## src/rtl/cpi_scheduler.sv

```systemverilog
// cpi_scheduler
//   Coherent-processing-interval sequencer for the radar pulse-sync path.
//   On start it spends GUARD cycles in ARM (T/R switch pre-raised), then runs
//   CPIs of NUM_PULSES PRIs: NUM_PULSES-1 short PRIs followed by one long PRI.
//   A CPI count of zero runs until stop/abort. stop finishes the current CPI
//   (or the next one if it lands on the last cycle); abort drops to IDLE on
//   the following cycle.
//
// Ports
//   sysclk, rst_n      : clock, asynchronous active-low reset
//   start              : one-cycle start request, honoured in IDLE only
//   stop               : graceful stop request, honoured in ARM/RUN
//   abort              : immediate return to IDLE from any state
//   n_cpi[15:0]        : CPIs to run (0 = continuous), latched on start
//   pmt_sync           : PMT sync pulse, high for PULSE_LEN at each PRI start
//   sw_ctrl            : T/R switch control, rises GUARD cycles ahead of a PMT pulse
//   busy               : high in ARM/RUN
//   pulse_idx          : pulse index within the current CPI
//   cpi_done           : strobe on the last cycle of every CPI
//   cpi_cnt[15:0]      : CPIs completed since the last start, saturating
//
// All outputs are registered. The output registers are loaded from a decode
// of the next-state values, so each output lines up with cnt/pulse_idx of the
// same cycle.

module cpi_scheduler #(
   parameter int PRI_SHORT  = 2400,
   parameter int PRI_LONG   = 3000,
   parameter int PULSE_LEN  = 480,
   parameter int GUARD      = 6,
   parameter int NUM_PULSES = 100,
   parameter int CNT_W      = 12,
   parameter int IDX_W      = 8
) (
   input  logic             sysclk,
   input  logic             rst_n,
   input  logic             start,
   input  logic             stop,
   input  logic             abort,
   input  logic [15:0]      n_cpi,
   output logic             pmt_sync,
   output logic             sw_ctrl,
   output logic             busy,
   output logic [IDX_W-1:0] pulse_idx,
   output logic             cpi_done,
   output logic [15:0]      cpi_cnt
);

   localparam logic [CNT_W-1:0] SHORT_END = CNT_W'(PRI_SHORT - 1);
   localparam logic [CNT_W-1:0] LONG_END  = CNT_W'(PRI_LONG - 1);
   localparam logic [CNT_W-1:0] GUARD_END = CNT_W'(GUARD - 1);
   localparam logic [CNT_W-1:0] SHORT_SW  = CNT_W'(PRI_SHORT - GUARD);
   localparam logic [CNT_W-1:0] LONG_SW   = CNT_W'(PRI_LONG - GUARD);
   localparam logic [CNT_W-1:0] PULSE_CYC = CNT_W'(PULSE_LEN);
   localparam logic [IDX_W-1:0] LAST_IDX  = IDX_W'(NUM_PULSES - 1);

   typedef enum logic [1:0] {
      S_IDLE = 2'd0,
      S_ARM  = 2'd1,
      S_RUN  = 2'd2
   } state_t;

   state_t           state_q, state_d;
   logic [CNT_W-1:0] cnt_q, cnt_d;
   logic [IDX_W-1:0] idx_q, idx_d;
   logic [15:0]      cpi_cnt_q, cpi_cnt_d;
   logic [15:0]      n_cpi_q, n_cpi_d;
   logic             stop_pend_q, stop_pend_d;

   logic             pmt_q, sw_q, busy_q, done_q;
   logic             pmt_d, sw_d, busy_d, done_d;

   logic             last_pulse, pri_end, final_cpi;
   logic [15:0]      cpi_inc_q, cpi_inc_d;
   logic             last_d, final_d;

   // Saturating increment of the completed-CPI count.
   assign cpi_inc_q = (cpi_cnt_q == 16'hFFFF) ? cpi_cnt_q : cpi_cnt_q + 16'd1;
   assign cpi_inc_d = (cpi_cnt_d == 16'hFFFF) ? cpi_cnt_d : cpi_cnt_d + 16'd1;

   assign last_pulse = (idx_q == LAST_IDX);
   assign pri_end    = (cnt_q == (last_pulse ? LONG_END : SHORT_END));
   // The CPI now running is the last one. stop_pend is taken from the register,
   // so a stop arriving on the final cycle of a CPI only ends the next CPI.
   assign final_cpi  = stop_pend_q || ((n_cpi_q != 16'd0) && (cpi_inc_q == n_cpi_q));

   // ------------------------------------------------------------------
   // Next-state logic
   // ------------------------------------------------------------------
   always_comb begin
      state_d     = state_q;
      cnt_d       = cnt_q;
      idx_d       = idx_q;
      cpi_cnt_d   = cpi_cnt_q;
      n_cpi_d     = n_cpi_q;
      stop_pend_d = stop_pend_q;

      if (abort) begin
         // cpi_cnt is held: a partial CPI is never counted.
         state_d     = S_IDLE;
         cnt_d       = '0;
         idx_d       = '0;
         stop_pend_d = 1'b0;
      end else begin
         case (state_q)
            S_IDLE: begin
               if (start) begin
                  state_d     = S_ARM;
                  cnt_d       = '0;
                  idx_d       = '0;
                  n_cpi_d     = n_cpi;
                  cpi_cnt_d   = '0;
                  stop_pend_d = 1'b0;
               end
            end
            S_ARM: begin
               if (stop) stop_pend_d = 1'b1;
               if (cnt_q == GUARD_END) begin
                  state_d = S_RUN;
                  cnt_d   = '0;
                  idx_d   = '0;
               end else begin
                  cnt_d = cnt_q + CNT_W'(1);
               end
            end
            S_RUN: begin
               if (stop) stop_pend_d = 1'b1;
               if (pri_end) begin
                  cnt_d = '0;
                  if (last_pulse) begin
                     idx_d     = '0;
                     cpi_cnt_d = cpi_inc_q;
                     if (final_cpi) begin
                        state_d     = S_IDLE;
                        stop_pend_d = 1'b0;
                     end
                  end else begin
                     idx_d = idx_q + IDX_W'(1);
                  end
               end else begin
                  cnt_d = cnt_q + CNT_W'(1);
               end
            end
            default: begin
               state_d = S_IDLE;
               cnt_d   = '0;
               idx_d   = '0;
            end
         endcase
      end
   end

   // ------------------------------------------------------------------
   // Output decode of the next state
   // ------------------------------------------------------------------
   assign last_d  = (idx_d == LAST_IDX);
   // Whether the CPI about to run/continue will be the one that ends in IDLE.
   assign final_d = stop_pend_d || ((n_cpi_d != 16'd0) && (cpi_inc_d == n_cpi_d));

   always_comb begin
      busy_d = (state_d != S_IDLE);
      pmt_d  = (state_d == S_RUN) && (cnt_d < PULSE_CYC);
      done_d = (state_d == S_RUN) && last_d && (cnt_d == LONG_END);
      sw_d   = 1'b0;
      case (state_d)
         S_ARM: sw_d = 1'b1;
         S_RUN: begin
            if (last_d)
               // No pre-rise on a CPI that returns to IDLE. Once the guard has
               // started it is held, so a late stop cannot chop it.
               sw_d = (cnt_d >= LONG_SW) && (!final_d || sw_q);
            else if (idx_d[0])
               sw_d = (cnt_d >= SHORT_SW);
            else
               sw_d = 1'b1;
         end
         default: sw_d = 1'b0;
      endcase
   end

   // ------------------------------------------------------------------
   // State and output registers
   // ------------------------------------------------------------------
   always_ff @(posedge sysclk or negedge rst_n) begin
      if (!rst_n) begin
         state_q     <= S_IDLE;
         cnt_q       <= '0;
         idx_q       <= '0;
         cpi_cnt_q   <= '0;
         n_cpi_q     <= '0;
         stop_pend_q <= 1'b0;
         pmt_q       <= 1'b0;
         sw_q        <= 1'b0;
         busy_q      <= 1'b0;
         done_q      <= 1'b0;
      end else begin
         state_q     <= state_d;
         cnt_q       <= cnt_d;
         idx_q       <= idx_d;
         cpi_cnt_q   <= cpi_cnt_d;
         n_cpi_q     <= n_cpi_d;
         stop_pend_q <= stop_pend_d;
         pmt_q       <= pmt_d;
         sw_q        <= sw_d;
         busy_q      <= busy_d;
         done_q      <= done_d;
      end
   end

   assign pmt_sync  = pmt_q;
   assign sw_ctrl   = sw_q;
   assign busy      = busy_q;
   assign pulse_idx = idx_q;
   assign cpi_done  = done_q;
   assign cpi_cnt   = cpi_cnt_q;

endmodule

```

## config.mk

```make
export PLATFORM = sky130hd
export DESIGN_NAME = cpi_scheduler
export DESIGN_NICKNAME = d
export VERILOG_FILES = /design/src/rtl/cpi_scheduler.sv
export SDC_FILE = /design/constraint.sdc
export NUM_CORES = 1
export LEC_CHECK = 0
export ABC_AREA = 1
export CORE_ASPECT_RATIO = 0.7
export CORE_MARGIN = 8
export CORE_UTILIZATION = 40
export DETAILED_ROUTE_END_ITERATION = 6
export PLACE_DENSITY = 0.7
export SETUP_SLACK_MARGIN = 0.5
export SKIP_LAST_GASP = 1
export SYNTH_ARGS = -nofsm -noshare
export SYNTH_HDL_FRONTEND = slang
export SYNTH_SLANG_ARGS = --single-unit
```

## constraint.sdc

```tcl
create_clock -name sysclk -period 7.55 [get_ports sysclk]
set_input_delay 1.1325 -clock sysclk [delete_from_list [all_inputs] [get_ports sysclk]]
set_output_delay 1.1325 -clock sysclk [all_outputs]
set_load 0.03 [all_outputs]
```

==> results of run 1 <==
==> worst max path at each step <==
stage	slack [ps]	endpoint	cells after the start
6_report	2950	sw_ctrl	22
5_1_grt	2630	sw_ctrl	22
4_1_cts	3000	sw_ctrl	22
3_5_place_dp	2720	sw_ctrl	22
3_3_place_gp	2830	sw_ctrl	22
2_1_floorplan	4050	sw_ctrl	27
==> kinds of logic (layout without fill, tap and decap cells) <==
kind of cell,after synthesis,after routing
xor gates and xnor gates,32,32
muxes,2,2
adders and majority gates,8,8
and+or+nand+nor,417,417
buffers and inverters,145,202
DFF,59,59
AOI/OAI and AO/OA,84,84
==> per-layer routing <==
layer	vias to the layer above	global-route usage [%]
met3	16	5.80
met1	2326	30.4
met2	262	24.9
li1	2498	-
met5	-	0
met4	0	4.93
==> stage by stage <==
step	hold slack, ps	std cells
2_1_floorplan	547	747
6_report	610	966
5_1_grt	644	966
3_5_place_dp	596	950
3_3_place_gp	599	950
4_1_cts	608	966
==> where the power goes <==
| group | internal [mW] | switching, mW |
|---|---|---|
| clock network | 0.264 | 0.145 |
| logic | 0.0945 | 0.196 |
| registers | 0.343 | 0.0333 |
==> critical path: stages <==
cell and delay, ps:
clkdlybuf4s50_1 670, inv_1 730, nand3_1 140, nand3_1 250
ha_1 230, inv_1 70, a21oi_1 130, nand2_1 140
nor2_8 210, nand3_4 200, nand2_1 160, nand2_1 60
nand2_1 60, nand4_1 70, nor2_1 130, nand3_1 110
nand2_1 70, nand2_1 50, nand2_1 50, nand2_1 40
nand2_1 50, a21oi_1 60
==> flip-flops by register name, summed over array words and instances, names as in the netlist <==
signal / cells
busy: 1
cnt_q: 12
cpi_cnt: 16
cpi_done: 1
n_cpi_q: 16
pmt_sync: 1
pulse_idx: 8
state_q: 2
stop_pend_q: 1
sw_ctrl: 1
==> area by class of cell <==
type / instances / area [um^2] / area share, %
Multi-Input combinational cell: 543 / 2890 / 49.3
Sequential cell: 59 / 1480 / 25.2
Inverter: 137 / 514 / 8.78
Timing Repair Buffer: 49 / 483 / 8.24
Clock buffer: 12 / 246 / 4.21
Tap cell: 162 / 203 / 3.46
Clock inverter: 4 / 50.0 / 0.854
==> cell usage in the layout, fill, tap and decap left out, types with 2 or more instances in the layout <==
cell type,count
a21oi_1,22
clkbuf_1,2
clkbuf_16,9
clkdlybuf4s50_1,47
clkinvlp_4,2
dfrtp_1,59
ha_1,8
inv_1,127
inv_2,10
mux2i_1,2
nand2_1,199
nand2_2,9
nand2_4,3
nand3_1,64
nand3_2,9
nand4_1,19
nor2_1,64
nor2_2,6
nor2_4,6
nor2_8,2
nor3_1,17
nor3_4,3
nor4_1,8
o2111ai_1,2
o21ai_0,39
o22ai_1,11
o31ai_1,3
or2_2,4
xnor2_1,3
xor2_1,29
==> impl_metrics.ini, run 1 <==
[placed_design]
place_congestion = 1.01
placed_area_um2 = 5560
hpwl_um = 12200
post-place-ws_ps = 2720
io_buffer_count = 48

[timing]
finalSetupViolations = 0
drv_slew = 0
skew_ps = 5.36
relSlewSlack_pct = 45.9
fin_crit_sh_pct = 61.0
setup_tns_ps = 0
rsz0062_at_grt = no
period_minus_slack_ps = 4600
fmax_mhz = 217
fin_ws_ps = 2950
worst_pin_slew_ps = 811
hold_violations = 0

[finish]
fin_util_pct = 48.0
fin_area_um2 = 5860
insertedDiodeCount = 0
nets = 828
drive_above_1_share_pct = 8.96
nFillCells = 1232
area_growth_pct = 19.0

[routing]
routed_wirelength_um = 15400
top_layer_used = met4
wl_met1_um = 7380
drt-initial-drc-count = 531
wl_per_cell_um = 16.0
vias = 5102
met3_length_um = 2030
ant_nets = 0
wl_met2_um = 5840
via_per_inst = 5.28
first_pass_iters = 5
drc = 0

[clocking]
clkTransAtPathRegs_ps = 50
post_cts_buffers = 0
cts-root-buf = clkbuf_16
clockBufferDepth = 2
cts_tree = done
cts_hold_buf = 0
h-tree-depth = 3
cts.sinks = 59
clk_latency_ps = 330
cts-buffers-inserted = 9
cts_resized = 0

[logic_synthesis]
syn_inst = 747
synth_warnings = 0
synth-adder-area-share_pct = 2.03
synth_xor_area_share_pct = 5.69
ys_seq_elements = 59
synthDistinctLibCells = 40
synth_area_per_cell_um2 = 6.59
synth_common_cells = nand2_1 (199), inv_1 (127), nand3_1 (64), nor2_1 (64), dfrtp_1 (59)
synth_compound_area_share_pct = 9.53
synth_top_area_share_pct = 30.0
yosysTopAreaCell = dfrtp_1
synth_nets = 776
yosysSeqAreaShare_pct = 30.0
yosysMostFrequentCell = nand2_1
synth_area_leaders = dfrtp_1 (30%), nand2_1 (15%), inv_1 (9.7%), nand3_1 (6.5%), xor2_1 (5.2%)
synthMuxAreaShare_pct = 0.407
ys_async_sr_fraction_pct = 100
synth_edf_count = 0
synth_top_family_by_area = simple AND/OR/NAND/NOR gates
syn_area_um2 = 4920
ys.flop_type = dfrtp_1
yosys.area_share.simple_pct = 41.0

[worst_setup_path]
reg2reg_slack_ps = 3230
worstSetupEndpointType = flop
crit_arrival_ps = 4820
critPathMaxFanout = 25
crit_path_start = abort
reg2regPathDepth = 27
path_class = in -> reg
start_kind = input pin
worst_r2r_endpoint = sw_ctrl
crit_required_ps = 7770
rr_startpoint = cpi_cnt[0]

[global_route]
grt_pass1_wl_um = 24600
grt_max_degree = 60
grt_pass1_vias = 4508
grt_util_all_layers_pct = 19.5
grt_remaining_overflow = 0
grt_antenna_before_repair = 0

[pwr]
ir_drop_mv = 0.126
pwr_density_cell_nw_per_um2 = 184
p_leak_nw = 2.91
power_mw = 1.08

[job]
maxCapViolCount = 0

[worst_hold_path]
whs_path_depth = 2
hp-class = reg -> reg
hp-start = pulse_idx[7]
hold_path_end = pulse_idx[7]

[floorplanning]
core-area_um2 = 12200
core.rowCount = 34
start_util_pct = 40.3
dieWidth_um = 149
io_pins = 49
die_h_um = 109
design.die.area_um2 = 16200

[run_status]
outcome = completed
No activity file was read; power rests on OpenSTA's default activity.
==> run 2: changes to the inputs <==
--- a/config.mk
+++ b/config.mk
@@ -10,7 +10,7 @@
 export CORE_MARGIN = 8
 export CORE_UTILIZATION = 40
 export DETAILED_ROUTE_END_ITERATION = 6
-export PLACE_DENSITY = 0.7
+export PLACE_DENSITY = 0.73
 export SETUP_SLACK_MARGIN = 0.5
 export SKIP_LAST_GASP = 1
 export SYNTH_ARGS = -nofsm -noshare
==> constraint.sdc (replaced) <==
create_clock -name sysclk -period 4.2 [get_ports sysclk]
set_input_delay 0.63 -clock sysclk [delete_from_list [all_inputs] [get_ports sysclk]]
set_output_delay 0.63 -clock sysclk [all_outputs]
set_load 0.03 [all_outputs]
==> run 2 against run 1 <==
Worst hold slack got worse by 340 ps. Die area unchanged. Flip-flop and latch count unchanged. Global-route usage increased by 0.48 points. The flow now finishes with violations (DRC). Highest routed layer unchanged. Routed wire length increased by 8.1%.
==> impl_metrics.ini, run 2 (synthesized netlist as in run 1, its figures left out) <==
[global_route]
grt_max_degree = 39
grt_antenna_before_repair = 0
grt_remaining_overflow = 0
grt_pass1_vias = 4789
grt_util_all_layers_pct = 20.0
grt_pass1_wl_um = 25300

[floorplanning]
io_pins = 49
core.rowCount = 34
dieWidth_um = 149
core-area_um2 = 12200
die_h_um = 109
design.die.area_um2 = 16200
start_util_pct = 40.3

[run_status]
failed_checks = DRC
outcome = finished, violations left

[finish]
fin_util_pct = 52.2
layout_commonest_cell = nand2_1
nets = 865
area_growth_pct = 29.4
regArea_um2 = 1480
nFillCells = 1161
multi_input_area_um2 = 3080
drive_above_1_share_pct = 15.6
insertedDiodeCount = 0
mostFrequentLayoutCells = nand2_1 (193), inv_1 (126), nand3_1 (61)

[placed_design]
place_congestion = 0.959
hpwl_um = 12600
post-place-ws_ps = 337
io_buffer_count = 48

[timing]
whs_ps = 271
worst_pin_slew_ps = 596
fin_ws_ps = 740
skew_ps = 7.79
hold_violations = 0
fmax_mhz = 289
finalSetupViolations = 0
fin_crit_sh_pct = 82.4
period_minus_slack_ps = 3460
relSlewSlack_pct = 59.8
rsz0062_at_grt = no
setup_tns_ps = 0
drv_slew = 0

[worst_setup_path]
crit_required_ps = 4420
path_class = reg -> reg
critPathMaxFanout = 7
path_common_cell = nand2_1
worstSetupEndpointType = flop
crit_path_max_incr_delay_ps = 390
start_kind = flop
crit_arrival_ps = 3680
crit_slowest_cell = dfrtp_1

[routing]
drc = 7
wl_per_cell_um = 16.6
first_pass_iters = 7
drt-initial-drc-count = 685
vias = 5355
via_per_inst = 5.34
ant_nets = 0
routed_wirelength_um = 16700

[pwr]
ir_drop_mv = 0.230
p_leak_nw = 3.12
pwr_density_cell_nw_per_um2 = 327

[clocking]
cts-root-buf = clkbuf_16
clockBufferDepth = 2
h-tree-depth = 3
cts.sinks = 59
cts-buffers-inserted = 9
cts_tree = done
clk_latency_ps = 340
clkTransAtPathRegs_ps = 50

[job]
maxCapViolCount = 0

[worst_hold_path]
hp-class = in -> async
==> run 2: area by class of cell <==
class	instances	area share, %
Tap cell	162	3.18
Multi-Input combinational cell	546	48.4
Clock inverter	4	1.55
Clock buffer	12	3.71
Inverter	137	8.15
Timing Repair Buffer	83	11.8
Sequential cell	59	23.2
==> run 2: metrics by stage <==
| stage | std cells | cell area, um^2 | total power [mW] |
|---|---|---|---|
| CTS | 980 | 6020 | 2.07 |
| detailed placement | 963 | 5660 | 1.21 |
| global route | 1003 | 6370 | 2.18 |
| floorplan | 747 | 4920 | 1.00 |
| finish | 1003 | 6370 | 2.08 |
| global placement | 963 | 5660 | 1.21 |
==> run 2: path summary, 6_finish.rpt <==
path | start | to | slack, ps | cells past startpoint
max | pulse_idx[0] | sw_ctrl | 740 | 29
min | rst_n | n_cpi_q[11] | 270 | 1
max reg2reg | pulse_idx[0] | sw_ctrl | 740 | 29
min reg2reg | pulse_idx[7] | pulse_idx[7] | 620 | 2
max in group asynchronous | rst_n | cpi_cnt[6] | 3010 | 2
min in group sysclk | pulse_idx[7] | pulse_idx[7] | 620 | 2
==> run 2: metal layers <==
layer / vias up / GRT usage (%) / part of all wire [%]
li1: 2581 / - / -
met5: - / 0 / 0
met4: 0 / 6.16 / 2.7
met1: 2452 / 30.7 / 48
met3: 42 / 5.64 / 12
met2: 280 / 25.8 / 38
==> run 2: report_power, final <==
part / switching (mW) / leakage [nW] / total, mW / internal, mW
Combinational: 0.378 / 2.21 / 0.568 / 0.189
Clock: 0.267 / 0.161 / 0.848 / 0.581
Sequential: 0.0512 / 0.749 / 0.667 / 0.616
Total: 0.697 / 3.12 / 2.08 / 1.39
==> run 2: critical path, delay by kind of cell (launching register included) <==
family          cells  cell delay, ps
compound gates      1              50
fa+ha+maj           1             210
buf+inv             3             400
flops               1             390
simple gates       24            2330
==> run 2: what timing repair did <==
action	CTS	global route
endpoints found under the hold margin	0	0
endpoints found under the setup margin	1	2
pin swaps	2	15
gates resized for setup	4	39
setup buffers	1	20
hold buffers	0	0
cloned	0	3
